===== config.mk =====
export PLATFORM = sky130hd
export DESIGN_NAME = adc_scan_ctrl
export DESIGN_NICKNAME = d
export VERILOG_FILES = /design/src/rtl/adc_scan_pkg.sv /design/src/rtl/adc_clk_div.sv /design/src/rtl/adc_scan_ctrl.sv
export SDC_FILE = /design/constraint.sdc
export NUM_CORES = 1
export LEC_CHECK = 0
export CAP_MARGIN = 20
export CELL_PAD_IN_SITES_DETAIL_PLACEMENT = 1
export CELL_PAD_IN_SITES_GLOBAL_PLACEMENT = 2
export CORE_MARGIN = 5
export CORE_UTILIZATION = 35
export DETAILED_ROUTE_END_ITERATION = 10
export HOLD_SLACK_MARGIN = 0.02
export PLACE_DENSITY = 0.95
export SETUP_SLACK_MARGIN = 0.1
export SYNTH_ARGS = -nofsm -noshare
export SYNTH_HDL_FRONTEND = slang
export SYNTH_SLANG_ARGS = --single-unit

===== constraint.sdc =====
create_clock -name clk -period 4.1 [get_ports clk]
set_input_delay 0.41 -clock clk [delete_from_list [all_inputs] [get_ports clk]]
set_output_delay 0.41 -clock clk [all_outputs]
set_load 0.005 [all_outputs]

===== src/rtl/adc_scan_pkg.sv =====
// Shared types and defaults for the ADC scan controller.
package adc_scan_pkg;

   localparam int CLK_DIV_DEF     = 25;
   localparam int START_CYC_DEF   = 50;
   localparam int OE_CYC_DEF      = 10;
   localparam int TIMEOUT_CYC_DEF = 8192;

   typedef enum logic [2:0] {
      ST_IDLE,
      ST_SETUP,
      ST_PULSE,
      ST_WAIT_LO,
      ST_WAIT_HI,
      ST_READ,
      ST_NEXT
   } state_t;

   // Lowest set mask bit at index >= i_from. Result bit 3 = found, [2:0] = index.
   // i_from = 8 means "above channel 7" and always returns not-found.
   function automatic logic [3:0] f_next_bit(input logic [7:0] i_mask, input logic [3:0] i_from);
      logic [3:0] w_res;
      w_res = 4'd0;
      for (int i = 7; i >= 0; i--) begin
         if (i_mask[i] && (i >= int'(i_from))) w_res = {1'b1, 3'(i)};
      end
      return w_res;
   endfunction

endpackage


===== src/rtl/adc_clk_div.sv =====
// Free-running converter clock: toggles every CLK_DIV system clocks.
module adc_clk_div
   import adc_scan_pkg::*;
#(
   parameter int CLK_DIV = CLK_DIV_DEF
)(
   input  logic clk,
   input  logic reset,
   output logic o_adc_clk
);

   logic [7:0] r_cnt;
   logic       r_adc_clk;

   // Count CLK_DIV cycles per half-period, then flip the output.
   always_ff @(posedge clk) begin
      if (reset) begin
         r_cnt     <= '0;
         r_adc_clk <= 1'b0;
      end else if (r_cnt == 8'(CLK_DIV - 1)) begin
         r_cnt     <= '0;
         r_adc_clk <= ~r_adc_clk;
      end else begin
         r_cnt     <= r_cnt + 8'd1;
      end
   end

   assign o_adc_clk = r_adc_clk;

endmodule


===== src/rtl/adc_scan_ctrl.sv =====
// Scan sequencer for an 8-channel ADC0808-style converter: selects each
// enabled channel in turn, pulses ALE/START, waits out EOC low/high with
// per-phase timeouts, reads the result and keeps per-channel sticky flags.
module adc_scan_ctrl
   import adc_scan_pkg::*;
#(
   parameter int CLK_DIV     = CLK_DIV_DEF,
   parameter int START_CYC   = START_CYC_DEF,
   parameter int OE_CYC      = OE_CYC_DEF,
   parameter int TIMEOUT_CYC = TIMEOUT_CYC_DEF
)(
   input  logic        clk,
   input  logic        reset,
   input  logic        i_enable,
   input  logic [7:0]  i_chan_mask,
   input  logic        i_err_clr,
   input  logic        i_adc_eoc,
   input  logic [7:0]  i_adc_data,
   output logic        o_adc_clk,
   output logic        o_adc_ale,
   output logic        o_adc_start,
   output logic        o_adc_oe,
   output logic [2:0]  o_adc_sel,
   output logic [63:0] o_ch_data,
   output logic [7:0]  o_ch_valid,
   output logic [7:0]  o_ch_err,
   output logic        o_busy,
   output logic        o_scan_done
);

   localparam logic [31:0] START_LAST = 32'(START_CYC - 1);
   localparam logic [31:0] OE_LAST    = 32'(OE_CYC - 1);
   localparam logic [31:0] TO_LAST    = 32'(TIMEOUT_CYC - 1);

   state_t      r_state, w_state_nxt;
   logic [31:0] r_cnt, w_cnt_nxt;
   logic [2:0]  r_sel, w_sel_nxt;
   logic        r_eoc_s1, r_eoc_s2;
   logic [63:0] r_ch_data;
   logic [7:0]  r_ch_valid, r_ch_err;
   logic        r_scan_done;
   logic        w_capture, w_timeout, w_done;
   logic [3:0]  w_lowest, w_above;

   adc_clk_div #(.CLK_DIV(CLK_DIV)) u_clk_div (
      .clk       (clk),
      .reset     (reset),
      .o_adc_clk (o_adc_clk)
   );

   // Candidates for the next channel; "above" uses the live mask so mask edits take effect mid-scan.
   assign w_lowest = f_next_bit(i_chan_mask, 4'd0);
   assign w_above  = f_next_bit(i_chan_mask, {1'b0, r_sel} + 4'd1);

   // Two-flop synchronizer for the asynchronous EOC line.
   always_ff @(posedge clk) begin
      if (reset) begin
         r_eoc_s1 <= 1'b0;
         r_eoc_s2 <= 1'b0;
      end else begin
         r_eoc_s1 <= i_adc_eoc;
         r_eoc_s2 <= r_eoc_s1;
      end
   end

   // Next-state, phase counter and channel selection.
   always_comb begin
      w_state_nxt = r_state;
      w_cnt_nxt   = r_cnt;
      w_sel_nxt   = r_sel;
      w_capture   = 1'b0;
      w_timeout   = 1'b0;
      w_done      = 1'b0;
      case (r_state)
         ST_IDLE: begin
            w_cnt_nxt = '0;
            if (i_enable && w_lowest[3]) begin
               w_sel_nxt   = w_lowest[2:0];
               w_state_nxt = ST_SETUP;
            end
         end
         ST_SETUP: begin
            w_cnt_nxt   = '0;
            w_state_nxt = ST_PULSE;
         end
         ST_PULSE: begin
            if (r_cnt == START_LAST) begin
               w_cnt_nxt   = '0;
               w_state_nxt = ST_WAIT_LO;
            end else w_cnt_nxt = r_cnt + 32'd1;
         end
         ST_WAIT_LO: begin
            if (!r_eoc_s2) begin
               w_cnt_nxt   = '0;
               w_state_nxt = ST_WAIT_HI;
            end else if (r_cnt == TO_LAST) begin
               w_cnt_nxt   = '0;
               w_timeout   = 1'b1;
               w_state_nxt = ST_NEXT;
            end else w_cnt_nxt = r_cnt + 32'd1;
         end
         ST_WAIT_HI: begin
            if (r_eoc_s2) begin
               w_cnt_nxt   = '0;
               w_state_nxt = ST_READ;
            end else if (r_cnt == TO_LAST) begin
               w_cnt_nxt   = '0;
               w_timeout   = 1'b1;
               w_state_nxt = ST_NEXT;
            end else w_cnt_nxt = r_cnt + 32'd1;
         end
         ST_READ: begin
            if (r_cnt == OE_LAST) begin
               w_cnt_nxt   = '0;
               w_capture   = 1'b1;
               w_state_nxt = ST_NEXT;
            end else w_cnt_nxt = r_cnt + 32'd1;
         end
         ST_NEXT: begin
            w_cnt_nxt = '0;
            // Wrapping past the top set bit ends a pass, even when we stop here.
            w_done    = !w_above[3];
            if (!i_enable || !w_lowest[3]) begin
               w_state_nxt = ST_IDLE;
            end else if (w_above[3]) begin
               w_sel_nxt   = w_above[2:0];
               w_state_nxt = ST_SETUP;
            end else begin
               w_sel_nxt   = w_lowest[2:0];
               w_state_nxt = ST_SETUP;
            end
         end
         default: w_state_nxt = ST_IDLE;
      endcase
   end

   // State register plus counter and channel select.
   always_ff @(posedge clk) begin
      if (reset) begin
         r_state <= ST_IDLE;
         r_cnt   <= '0;
         r_sel   <= '0;
      end else begin
         r_state <= w_state_nxt;
         r_cnt   <= w_cnt_nxt;
         r_sel   <= w_sel_nxt;
      end
   end

   // Result registers and sticky flags; a same-cycle timeout overrides err_clr for its bit.
   always_ff @(posedge clk) begin
      if (reset) begin
         r_ch_data   <= '0;
         r_ch_valid  <= '0;
         r_ch_err    <= '0;
         r_scan_done <= 1'b0;
      end else begin
         r_scan_done <= w_done;
         if (w_capture) begin
            r_ch_data[8*r_sel +: 8] <= i_adc_data;
            r_ch_valid[r_sel]       <= 1'b1;
         end
         r_ch_err <= (i_err_clr ? 8'd0 : r_ch_err) | (w_timeout ? (8'd1 << r_sel) : 8'd0);
      end
   end

   assign o_adc_ale   = (r_state == ST_PULSE);
   assign o_adc_start = (r_state == ST_PULSE);
   assign o_adc_oe    = (r_state == ST_READ);
   assign o_adc_sel   = r_sel;
   assign o_ch_data   = r_ch_data;
   assign o_ch_valid  = r_ch_valid;
   assign o_ch_err    = r_ch_err;
   assign o_busy      = (r_state != ST_IDLE);
   assign o_scan_done = r_scan_done;

endmodule


[After elaboration in Yosys (flattened, before gate mapping)]
Index checks and enable logic that the tools add are counted.
Storage, ports and cells
  bits in registers: 130
  input bits: 21
  output and inout bits: 89
  word-level logic and storage cells: 114
Operators by class
  $add $sub $neg: 4
  order comparisons: 10
  equality and inequality tests: 14
  shift-type cells: 3
  multiplexer cells: 45
  bitwise gates (word level): 4
  reductions and logical operators: 23
Operators by type and width (number)
  two-way mux 32 bit: 5
  case mux 32 bit (5 select lines): 1
  bitwise mux 64 bit: 1
  two-way mux 4 bit: 16
  variable shift 8 x 34 -> 64 bit (first input constant): 1
  variable part select 8 x 34 -> 64 bit: 1
  negation 6 -> 34 bit: 1
  adder 32 x 1 -> 32 bit (second input constant): 1
  == test 32 x 13 -> 1 bit (second input constant): 1
  == test 32 x 4 -> 1 bit (second input constant): 1
  == test 32 x 6 -> 1 bit (second input constant): 1
  two-way mux 3 bit: 9
  case mux 3 bit (7 select lines): 1
  >= comparator 3 x 4 -> 1 bit (first input constant): 4
  two-way mux 8 bit: 2
  bitwise OR 8 bit: 2
  logical AND 1 bit: 10
  == test 3 bit (second input constant): 3
  adder 8 x 1 -> 8 bit (second input constant): 1
  == test 8 x 5 -> 1 bit (second input constant): 1
  >= comparator 1 x 4 -> 1 bit (first input constant): 2
  >= comparator 2 x 4 -> 1 bit (first input constant): 2
  left shift 1 x 3 -> 8 bit (first input constant): 1
  two-way mux 1 bit: 7
  20 further kinds: 28

[Logic depth before layout (Yosys ltp)]
Gate-level depths: netlist of the first run.
  depth in word-level cells: 14
  mapped depth: 9
  mapped depth without buffers: 8

[By module]
A second synthesis of the first run with hierarchy kept.
Second synthesis, totals
  cell total of the unflattened synthesis: 739
  area, all modules: 6477.5 sq um
By module, submodules not included
  adc_scan_ctrl: instances 1, cells an instance 689, area each 6018.3 sq um, sequential area each 2422.3 sq um
  adc_clk_div: instances 1, cells an instance 50, area each 459.2 sq um, sequential area each 180.2 sq um

[Least setup slack after synthesis of the first run]
No wires, ideal clock.
  path type: register to register
  from: register r_sel[0] (netlist: o_adc_sel[0])
  to: register r_ch_data[32] (netlist: o_ch_data[32])
  setup time: 128 ps
  arrival time: 2498 ps
  required time: 3972 ps
  slack: 1474 ps
  cell stages (with the launch flop): 10
  path buffers: 1
  period minus slack after synthesis: 2626 ps
  cells stage by stage: dfxtp_1 clkbuf_1 inv_1 ha_1 ha_1 nor4b_1 nand3_1 nor4_4 mux2i_1 nor2_1
On the way
  longest elaborated chain between the ends: 3
  elaborated cells on any way between the ends: 4
  those cells by class: 1 x add/sub; 2 x shift; 1 x mux
Ends and longest elaborated chain
  start: declaration: RTL line adc_scan_ctrl.sv:37  | logic [2:0] r_sel, w_sel_nxt;
  start signal: assignment: RTL line adc_scan_ctrl.sv:146  | r_sel <= w_sel_nxt;
  negation 6 -> 34 bit (*): RTL line adc_scan_ctrl.sv:160  | r_ch_data[8*r_sel +: 8] <= i_adc_data;
  variable part select 8 x 34 -> 64 bit / variable shift 8 x 34 -> 64 bit (equally long branches): RTL line adc_scan_ctrl.sv:160
  bitwise mux 64 bit (*): RTL line adc_scan_ctrl.sv:160
  end signal: indexed assignment: RTL line adc_scan_ctrl.sv:160
  end: declaration: RTL line adc_scan_ctrl.sv:39  | logic [63:0] r_ch_data;
Mark *: on every way between the ends. The rest lies on a longest branch, timed or not.
A chain may end at the register's enable or synchronous reset.

[Final worst setup path of the first run]
  from: register r_sel[0] (netlist: o_adc_sel[0])
  to: register r_ch_data[34] (netlist: o_ch_data[34])
Same word-level chain as after synthesis.

==> results of run 1 <==
[kinds of logic after synthesis]
kind of cell             synth area share (%)
buffers and inverters                   4.074
XOR/XNOR                                4.730
adder cells (fa/ha/maj)                 2.584
AND/OR/NAND/NOR                         29.75
AO/OA/AOI/OAI                           8.625
multiplexers                            8.903
flip-flops                              41.34
[critical path, delay by kind of cell (launching register included)]
kind	cells	cell delay [ns]
muxes	1	0.28
buffers and inverters	1	0.21
DFF	1	0.59
adders and majority gates	2	0.69
and+or+nand+nor	4	1.05
[worst paths after layout]
path | end | depth (start not counted)
max | o_ch_data[34] | 8
min | u_clk_div.r_cnt[0] | 1
max reg2reg | o_ch_data[34] | 8
min reg2reg | u_clk_div.r_cnt[0] | 1
[metrics by stage]
step	std cells	power, mW	setup slack, ns
2_1_floorplan	693	1.456	1.474
3_3_place_gp	995	1.537	1.308
3_5_place_dp	995	1.540	1.125
4_1_cts	1026	3.032	1.114
5_1_grt	1026	3.113	0.7715
6_report	1026	3.005	1.120
[layout by cell type, fill, tap and decap left out, types with 4 or more instances in the layout]
cell | netlist | layout
a21oi_1 | 29 | 29
nor4_1 | 11 | 11
buf_4 | 1 | 4
inv_1 | 20 | 20
nand2_1 | 25 | 25
xor2_1 | 10 | 10
nand4_1 | 21 | 21
and3_1 | 6 | 6
o211ai_1 | 4 | 4
nor4b_1 | 4 | 4
nor3_1 | 43 | 43
ha_1 | 13 | 13
xnor2_1 | 24 | 24
nor4_2 | 4 | 4
clkbuf_16 | 0 | 17
clkdlybuf4s50_1 | 0 | 108
and4_1 | 6 | 6
mux2i_1 | 56 | 56
nand2b_1 | 8 | 8
or3_1 | 8 | 8
dfxtp_1 | 130 | 130
a211oi_1 | 5 | 5
nor4_4 | 10 | 10
a31oi_1 | 5 | 5
and2_1 | 26 | 26
or4_1 | 4 | 4
nand3_1 | 19 | 19
clkinvlp_4 | 0 | 4
nor2b_1 | 12 | 12
nor2_1 | 94 | 94
a41oi_1 | 4 | 4
o21ai_0 | 16 | 16
[registers in the layout, summed over array words and instances, names as in the netlist]
signal and count:
r_cnt 32, o_scan_done 1, o_ch_err 8, o_ch_valid 8
r_state 3, r_eoc_s1 1, u_clk_div.o_adc_clk 1, r_eoc_s2 1
u_clk_div.r_cnt 8, o_ch_data 64, o_adc_sel 3
[where the power goes]
part / total [mW] / internal (mW) / switching, mW
registers: 1.30 / 1.27 / 0.0233
logic: 0.217 / 0.0780 / 0.139
clock network: 1.49 / 0.908 / 0.584
[metal layers]
metal / up-vias / track usage (%) / routed length [um]
met5: - / 0 / 0
met1: 2656 / 23.99 / 8580
met2: 113 / 30.18 / 9100
met3: 27 / 4.134 / 767
met4: 0 / 6.293 / 409
li1: 2648 / - / -
[final cells by class]
| cell class | instances | area (um^2) | area share, % |
|---|---|---|---|
| well taps | 229 | 286.5 | 3.542 |
| repair buffers | 112 | 1111 | 13.73 |
| inverters | 20 | 75.07 | 0.9279 |
| multi-input cells | 504 | 3437 | 42.48 |
| flip-flops and latches | 130 | 2603 | 32.17 |
| clock buffers | 19 | 442.9 | 5.475 |
| clock inverters | 12 | 135.1 | 1.670 |
==> flow_summary.json, run 1 <==
{
  "yosys_warnings": 0,
  "synth_edf_count": 0,
  "finalSetupTns_ns": 0,
  "fin_util_pct": 45.35,
  "die-area_mm2": 0.02077,
  "cp_data_required_time_ns": 4.37,
  "status": "finished, final reports clean",
  "via_per_inst": 5.306,
  "async_flop_share_pct": 0,
  "p_leak_nw": 2.578,
  "cp_slowest_cell": "dfxtp_1",
  "ios": 110,
  "cp-start-kind": "flop",
  "drt-initial-drc-count": 271,
  "worstSetupEndpointType": "flop",
  "cts_max_level": 4,
  "fmax_ghz": 0.3356,
  "worst_pin_slew_ns": 1.084,
  "drc": 0,
  "n_antenna_cell": 0,
  "layout.nets": 819,
  "yosys.area.top_type": "dfxtp_1",
  "crit_start": "o_adc_sel[0]",
  "crit_chain": "inv_1 > ha_1 > ha_1 > nor4b_1 > nand3_1 > nor4_4 > mux2i_1 > nor2_1",
  "grt_pass1_wl_um": 30500,
  "routed_wirelength_um": 18860,
  "cts_setup_buffers": 0,
  "maxCapViolCount": 0,
  "path_class": "flop to flop",
  "synth_top_area_share_pct": 41.34,
  "final_layout_size_suffix_gt1_share_pct": 7.277,
  "cpMostUsedCell": "ha_1",
  "hold_viol": 0,
  "max-slew-margin-rel_pct": 27.21,
  "power_density_mw_per_mm2": 371.5,
  "crit_path_max_incr_delay_ns": 0.59,
  "synth_cells": 693,
  "synth_sequential_area_ratio_pct": 41.34,
  "yosys-top-cells-count": "dfxtp_1, nor2_1, mux2i_1, nor3_1, a21oi_1",
  "rows": 49,
  "place_congestion": 0.8107,
  "synthTopCellsByArea": "dfxtp_1, mux2i_1, nor2_1",
  "finalCriticalPeriod_ns": 2.980,
  "fillerInstances": 2051,
  "antenna_found_initial": 0,
  "r2r_start": "o_adc_sel[0]",
  "overflow": 0,
  "die_y_um": 144.1,
  "synthToLayoutAreaGrowth_pct": 28.50,
  "root_buffer": "clkbuf_16",
  "clk_latency_ns": 0.42,
  "vias": 5444,
  "grt_start_max_net_pins": 88,
  "postRouteAntennaNets": 0,
  "synth_seq_cells": 130,
  "fin_hold_ws_ns": 0.4708,
  "cts_resized": 0,
  "die_w_um": 144.1,
  "netlist_area_mm2": 0.006296,
  "grt_pass1_vias": 5690,
  "grt_usage_pct": 18.42,
  "cp.arrival_ns": 3.25,
  "clock_sinks": 130,
  "path_max_fanout": 14,
  "finalClockSkew_ns": 0.006510,
  "hp-start": "u_clk_div.r_cnt[0]",
  "clk_pin_slew_ns": 0.06,
  "synth_top_flop_cell": "dfxtp_1",
  "dr.pass1.iters": 5,
  "place_hpwl_um": 13270,
  "r2r_slack_ns": 1.12,
  "port_buffers": 109,
  "final_area_mm2": 0.008090,
  "coreArea_mm2": 0.01784,
  "cts_buffer_depth": 2,
  "setup_viol": 0,
  "cts_tree": "done",
  "wl_per_cell_um": 18.38,
  "synth_cell_types": 58,
  "hold_buffers": 0,
  "syn_area_per_cell_um2": 9.085,
  "start_util_pct": 35.29,
  "fin_crit_sh_pct": 72.68,
  "peakVddDrop_uv": 300.2,
  "synth_most_common_cell": "dfxtp_1",
  "rsz0062_at_grt": "false",
  "min_path_type": "flop to flop",
  "place_area_mm2": 0.007512,
  "synth_nets": 727,
  "cts_buffers": 17,
  "drv_slew": 0
}
(Power assumes the default switching activity.)
==> run 2: changes to the inputs <==
CORE_UTILIZATION = 29   (was 35)
PLACE_DENSITY = 0.86   (was 0.95)
clock period = 2.6 ns   (was 4.1 ns; I/O delays follow)
==> run 2 against run 1 <==
  * Routed wire length grew 2.3%
  * Core utilization shrank 6.5 points
  * Flip-flop and latch count is the same
  * First-iteration DRC count shrank 15%
  * Critical path depth shrank 1
  * Largest cell class unchanged
  * Global-route usage shrank 2.7 points
  * Die area grew 19%
  * Power grew 60%
  * Combinational power grew 81%
  * Non-clock buffer count grew 24
  * Largest power group unchanged
==> flow_summary.json, run 2 (same netlist as run 1, synthesis figures left out) <==
{
  "status": "finished, final reports clean",
  "rsz0062_at_grt": "false",
  "clk_pin_slew_ns": 0.06,
  "finalCriticalPeriod_ns": 2.359,
  "power_density_mw_per_mm2": 571.3,
  "cp.arrival_ns": 2.70,
  "total_power_mw": 4.805,
  "final_layout_size_suffix_gt1_share_pct": 11.07,
  "place_hpwl_um": 13780,
  "die-area_mm2": 0.02476,
  "cts_buffer_depth": 2,
  "min_path_type": "input pin to flop",
  "fin_crit_sh_pct": 90.73,
  "grtUsageMet2_pct": 26.52,
  "cp-start-kind": "flop",
  "grt_usage_pct": 15.71,
  "synthToLayoutAreaGrowth_pct": 33.57,
  "start_util_pct": 29.12,
  "drv_slew": 0,
  "clock_sinks": 130,
  "finalClockSkew_ns": 0.008451,
  "multiInputGateArea_mm2": 0.003472,
  "port_buffers": 109,
  "coreArea_mm2": 0.02162,
  "grt_pass1_vias": 5646,
  "antenna_found_initial": 0,
  "grt_start_max_net_pins": 60,
  "drc": 0,
  "place_area_mm2": 0.007796,
  "cts_buffers": 17,
  "die_y_um": 157.3,
  "postRouteAntennaNets": 0,
  "routed_wirelength_um": 19290,
  "ios": 110,
  "dr.pass1.iters": 4,
  "mostFrequentLayoutCells": "dfxtp_1, clkdlybuf4s50_1, nor2_1, mux2i_1, nor3_1",
  "met1_usage_pct": 19.42,
  "cts_tree": "done",
  "layout.nets": 843,
  "via_per_inst": 4.983,
  "die_w_um": 157.3,
  "grt_use_met3_pct": 3.244,
  "path_class": "flop to flop",
  "fillerInstances": 2488,
  "drt-initial-drc-count": 229,
  "largest_reg_flops": 64,
  "worstSetupEndpointType": "flop",
  "finalSetupTns_ns": 0,
  "rows": 54,
  "cts_setup_buffers": 0,
  "vias": 5491,
  "peakVddDrop_uv": 389.2,
  "busiest_layer": "met2",
  "final_area_mm2": 0.008409,
  "maxCapViolCount": 0,
  "hold_viol": 0,
  "overflow": 0,
  "fmax_ghz": 0.4239,
  "cts_max_level": 4,
  "layout_commonest_cell": "dfxtp_1",
  "clk_latency_ns": 0.43,
  "path_max_fanout": 7,
  "fin_util_pct": 38.89,
  "root_buffer": "clkbuf_16",
  "wl_per_cell_um": 17.50,
  "max-slew-margin-rel_pct": 57.11,
  "grt_pass1_wl_um": 30710,
  "n_antenna_cell": 0,
  "place_congestion": 0.8196,
  "regArea_mm2": 0.002608,
  "setup_viol": 0,
  "cp_data_required_time_ns": 2.95,
  "worst_pin_slew_ns": 0.6409,
  "p_leak_nw": 2.722
}
## run 2: changes by cell type in the layout (fill, tap and decap cells not counted), sizes merged
cell | previous run | this run
clkbuf | 19 | 18
inv | 21 | 24
clkinv | 5 | 4
buf | 4 | 28
## run 2: repair_timing
item                                   4_1_cts  5_1_grt
setup endpoints to repair                    5       11
pin swaps                                    0        2
endpoints found under the hold margin        0        0
hold buffers                                 0        0
gates resized for setup                      1        7
## run 2: worst paths after layout
| kind | slack (ns) | cells past startpoint | to | start |
|---|---|---|---|---|
| max | 0.24 | 7 | o_adc_sel[1] | o_adc_sel[0] |
| min | 0.35 | 2 | o_ch_data[42] | reset |
| max reg2reg | 0.24 | 7 | o_adc_sel[1] | o_adc_sel[0] |
| min reg2reg | 0.45 | 2 | o_ch_valid[1] | o_ch_valid[1] |
## run 2: critical path: stages, from the launching register on
cell	delay [ns]
dfxtp_4	0.37
ha_1	0.22
ha_1	0.35
or3b_2	0.49
a21oi_2	0.22
o211ai_1	0.22
a211o_1	0.33
o211ai_1	0.08
## run 2: layout make-up
cell class	instances	area share (%)
Multi-Input combinational cell	504	41.29
Sequential cell	130	31.01
Timing Repair Buffer	136	15.70
Clock buffer	18	5.103
Tap cell	280	4.166
Clock inverter	14	1.845
Inverter	20	0.8927
## run 2: where the power goes
group          leakage [nW]  switching, mW  internal (mW)
sequential             1.05         0.0189           2.01
combinational          1.40          0.242          0.150
clock                 0.275          0.963           1.42
total                  2.72           1.22           3.58
## run 2: routing by layer
metal / wire [um] / part of all wire (%)
met3: 611 / 3.2
met2: 9446 / 49
met1: 8660 / 45
met5: 0 / 0
met4: 571 / 3.0
## run 2: per-stage QoR
stage	cells	hold WS, ns	worst slack, ns
6_report	1102	0.3526	0.2410
3_3_place_gp	1070	0.4384	0.2132
3_5_place_dp	1070	0.4411	0.09845
2_1_floorplan	693	0.3882	0.1058
4_1_cts	1102	0.3351	0.1538
5_1_grt	1102	0.3654	0.1122
==> run 3: changes to the inputs <==
--- a/config.mk
+++ b/config.mk
@@ -12,2 +12,3 @@
 export CORE_UTILIZATION = 29
+export CTS_CLUSTER_DIAMETER = 40
 export DETAILED_ROUTE_END_ITERATION = 10
--- a/constraint.sdc
+++ b/constraint.sdc
@@ -3,2 +3,2 @@
 set_output_delay 0.26 -clock clk [all_outputs]
-set_load 0.005 [all_outputs]
+set_load 0.1 [all_outputs]
==> run 3 against run 2 <==
  * Critical path depth did not move
  * Via count rose by 0.84%
  * Non-clock buffer count grew 4
  * Flip-flop and latch count did not move
  * Global-route usage down 0.40 points
  * Final cell count increased by 0.36%
  * Critical path type unchanged
  * Largest cell class unchanged
  * Highest routed layer unchanged
==> flow_summary.json, run 3 (same netlist as run 1, synthesis figures left out) <==
{
  "hp-start": "reset",
  "r2r_slack_ns": 0.24,
  "mostFrequentLayoutCells": "dfxtp_1, buf_4, nor2_1, mux2i_1, nor3_1",
  "start_util_pct": 29.12,
  "r2r_end": "o_adc_sel[1]",
  "drc": 0,
  "worst-path-buf-inv": 0,
  "port_buffers": 109,
  "layout_commonest_cell": "dfxtp_1",
  "crit_start": "o_adc_sel[0]",
  "clk_pin_slew_ns": 0.06,
  "cp.depth": 7,
  "grt_usage_pct": 15.31,
  "peakVddDrop_uv": 390.3,
  "max-slew-margin-rel_pct": 46.08,
  "die_y_um": 157.3,
  "power_density_mw_per_mm2": 600.2,
  "combPwrFrac_pct": 9.4,
  "path_max_fanout": 14,
  "overflow": 0,
  "crit_end": "o_adc_sel[1]",
  "p_leak_nw": 2.952,
  "grt_pass1_vias": 5739,
  "cts_setup_buffers": 0,
  "cts_buffers": 17,
  "fin_crit_sh_pct": 90.93,
  "antenna_found_initial": 0,
  "final_layout_size_suffix_gt1_share_pct": 23.85,
  "grt_start_max_net_pins": 72,
  "final_area_mm2": 0.008341,
  "coreArea_mm2": 0.02162,
  "ios": 110,
  "seqPwrFrac_pct": 40.7,
  "largest_reg_flops": 64,
  "finalClockSkew_ns": 0.01087,
  "cp-start-kind": "flop",
  "synthToLayoutAreaGrowth_pct": 32.47,
  "root_buffer": "clkbuf_16",
  "drt-initial-drc-count": 261,
  "worstSetupEndpointType": "flop",
  "vias": 5537,
  "die-area_mm2": 0.02476,
  "dr.pass1.iters": 4,
  "worst_path_dominant_cell_family": "compound AO/OA/AOI/OAI gates",
  "swShare_pct": 27.71,
  "grt_pass1_wl_um": 30640,
  "place_hpwl_um": 13300,
  "via_per_inst": 5.006,
  "multiInputGateArea_mm2": 0.003541,
  "place_area_mm2": 0.007716,
  "cts_max_level": 4,
  "clock_sinks": 130,
  "status": "finished, final reports clean",
  "finalSetupTns_ns": 0,
  "crit_chain": "ha_1 > ha_1 > or3b_2 > a21oi_2 > o211ai_1 > a211o_1 > o211ai_1",
  "drv_slew": 0,
  "finalCriticalPeriod_ns": 2.364,
  "r2r_start": "o_adc_sel[0]",
  "clk_latency_ns": 0.42,
  "fmax_ghz": 0.4230,
  "maxCapViolCount": 0,
  "cts_buffer_depth": 2,
  "regArea_mm2": 0.002615,
  "setup_viol": 0,
  "die_w_um": 157.3,
  "routed_wirelength_um": 18930,
  "rows": 54,
  "min_path_type": "input pin to flop",
  "crit_path_max_incr_delay_ns": 0.49,
  "wl_per_cell_um": 17.12,
  "clockPowerShare_pct": 49.9,
  "hold_viol": 0,
  "cp_data_required_time_ns": 2.93,
  "postRouteAntennaNets": 0,
  "rsz0062_at_grt": "false",
  "path_class": "flop to flop",
  "internal_power_mw": 3.619,
  "cts_tree": "done",
  "layout.nets": 847,
  "fillerInstances": 2528,
  "cp.arrival_ns": 2.70,
  "place_congestion": 0.8103,
  "p_sw_mw": 1.387,
  "reg2reg_depth": 7,
  "n_antenna_cell": 0,
  "cp_slowest_cell": "or3b_2",
  "worst_pin_slew_ns": 0.8089
}
==> run 3: repair_timing <==
item,CTS,global route
endpoints found under the setup margin,0,7
hold buffers,0,0
hold endpoints to repair,0,0
gates resized for setup,0,3
==> run 3: worst min-delay path by stage <==
stage          cells after the start  slack (ns)             to
2_1_floorplan                      1        0.39       r_eoc_s1
3_3_place_gp                       1        0.43       r_eoc_s2
3_5_place_dp                       1        0.43       r_eoc_s2
4_1_cts                            2        0.39       r_eoc_s1
5_1_grt                            2        0.40       r_eoc_s1
6_report                           2        0.39  o_ch_valid[7]
==> run 3: worst reg2reg max path, stage by stage, from the launching register on <==
cell and delay [ns]:
dfxtp_4 0.41, ha_1 0.23, ha_1 0.34, or3b_2 0.49, a21oi_2 0.20, o211ai_1 0.19, a211o_1 0.33, o211ai_1 0.09
==> run 3: metal layers <==
metal | vias up | global-route usage, % | wire length (um)
met5 | - | 0 | 0
met4 | 0 | 3.195 | 168
met3 | 11 | 4.784 | 976
met2 | 86 | 25.06 | 8961
met1 | 2735 | 19.97 | 8823
li1 | 2705 | - | -
==> run 3: power groups by stage <==
stage	combinational [mW]	sequential (mW)	clock, mW
CTS	0.471	2.04	2.56
global route	0.507	2.04	2.66
detailed placement	0.469	2.08	0
finish	0.470	2.04	2.50
floorplan	0.319	2.08	0
global placement	0.469	2.08	0
==> run 3: final cells by class <==
class | instances | area share [%]
Clock buffer | 17 | 5.101
Inverter | 20 | 0.9601
Tap cell | 280 | 4.200
Timing Repair Buffer | 140 | 13.67
Sequential cell | 130 | 31.35
Multi-Input combinational cell | 504 | 42.45
Clock inverter | 15 | 2.265
==> run 3: through the flow <==
| step | setup slack, ns | power, mW | util (%) | hold WS (ns) | cells |
|---|---|---|---|---|---|
| floorplan | 0.02679 | 2.402 | - | 0.3882 | 693 |
| global placement | 0.2472 | 2.550 | 35.69 | 0.4257 | 1074 |
| detailed placement | 0.2411 | 2.550 | 35.69 | 0.4258 | 1074 |
| CTS | 0.2111 | 5.070 | 38.53 | 0.3876 | 1106 |
| global route | 0.1230 | 5.204 | 38.58 | 0.3993 | 1106 |
| finish | 0.2359 | 5.006 | 38.58 | 0.3932 | 1106 |
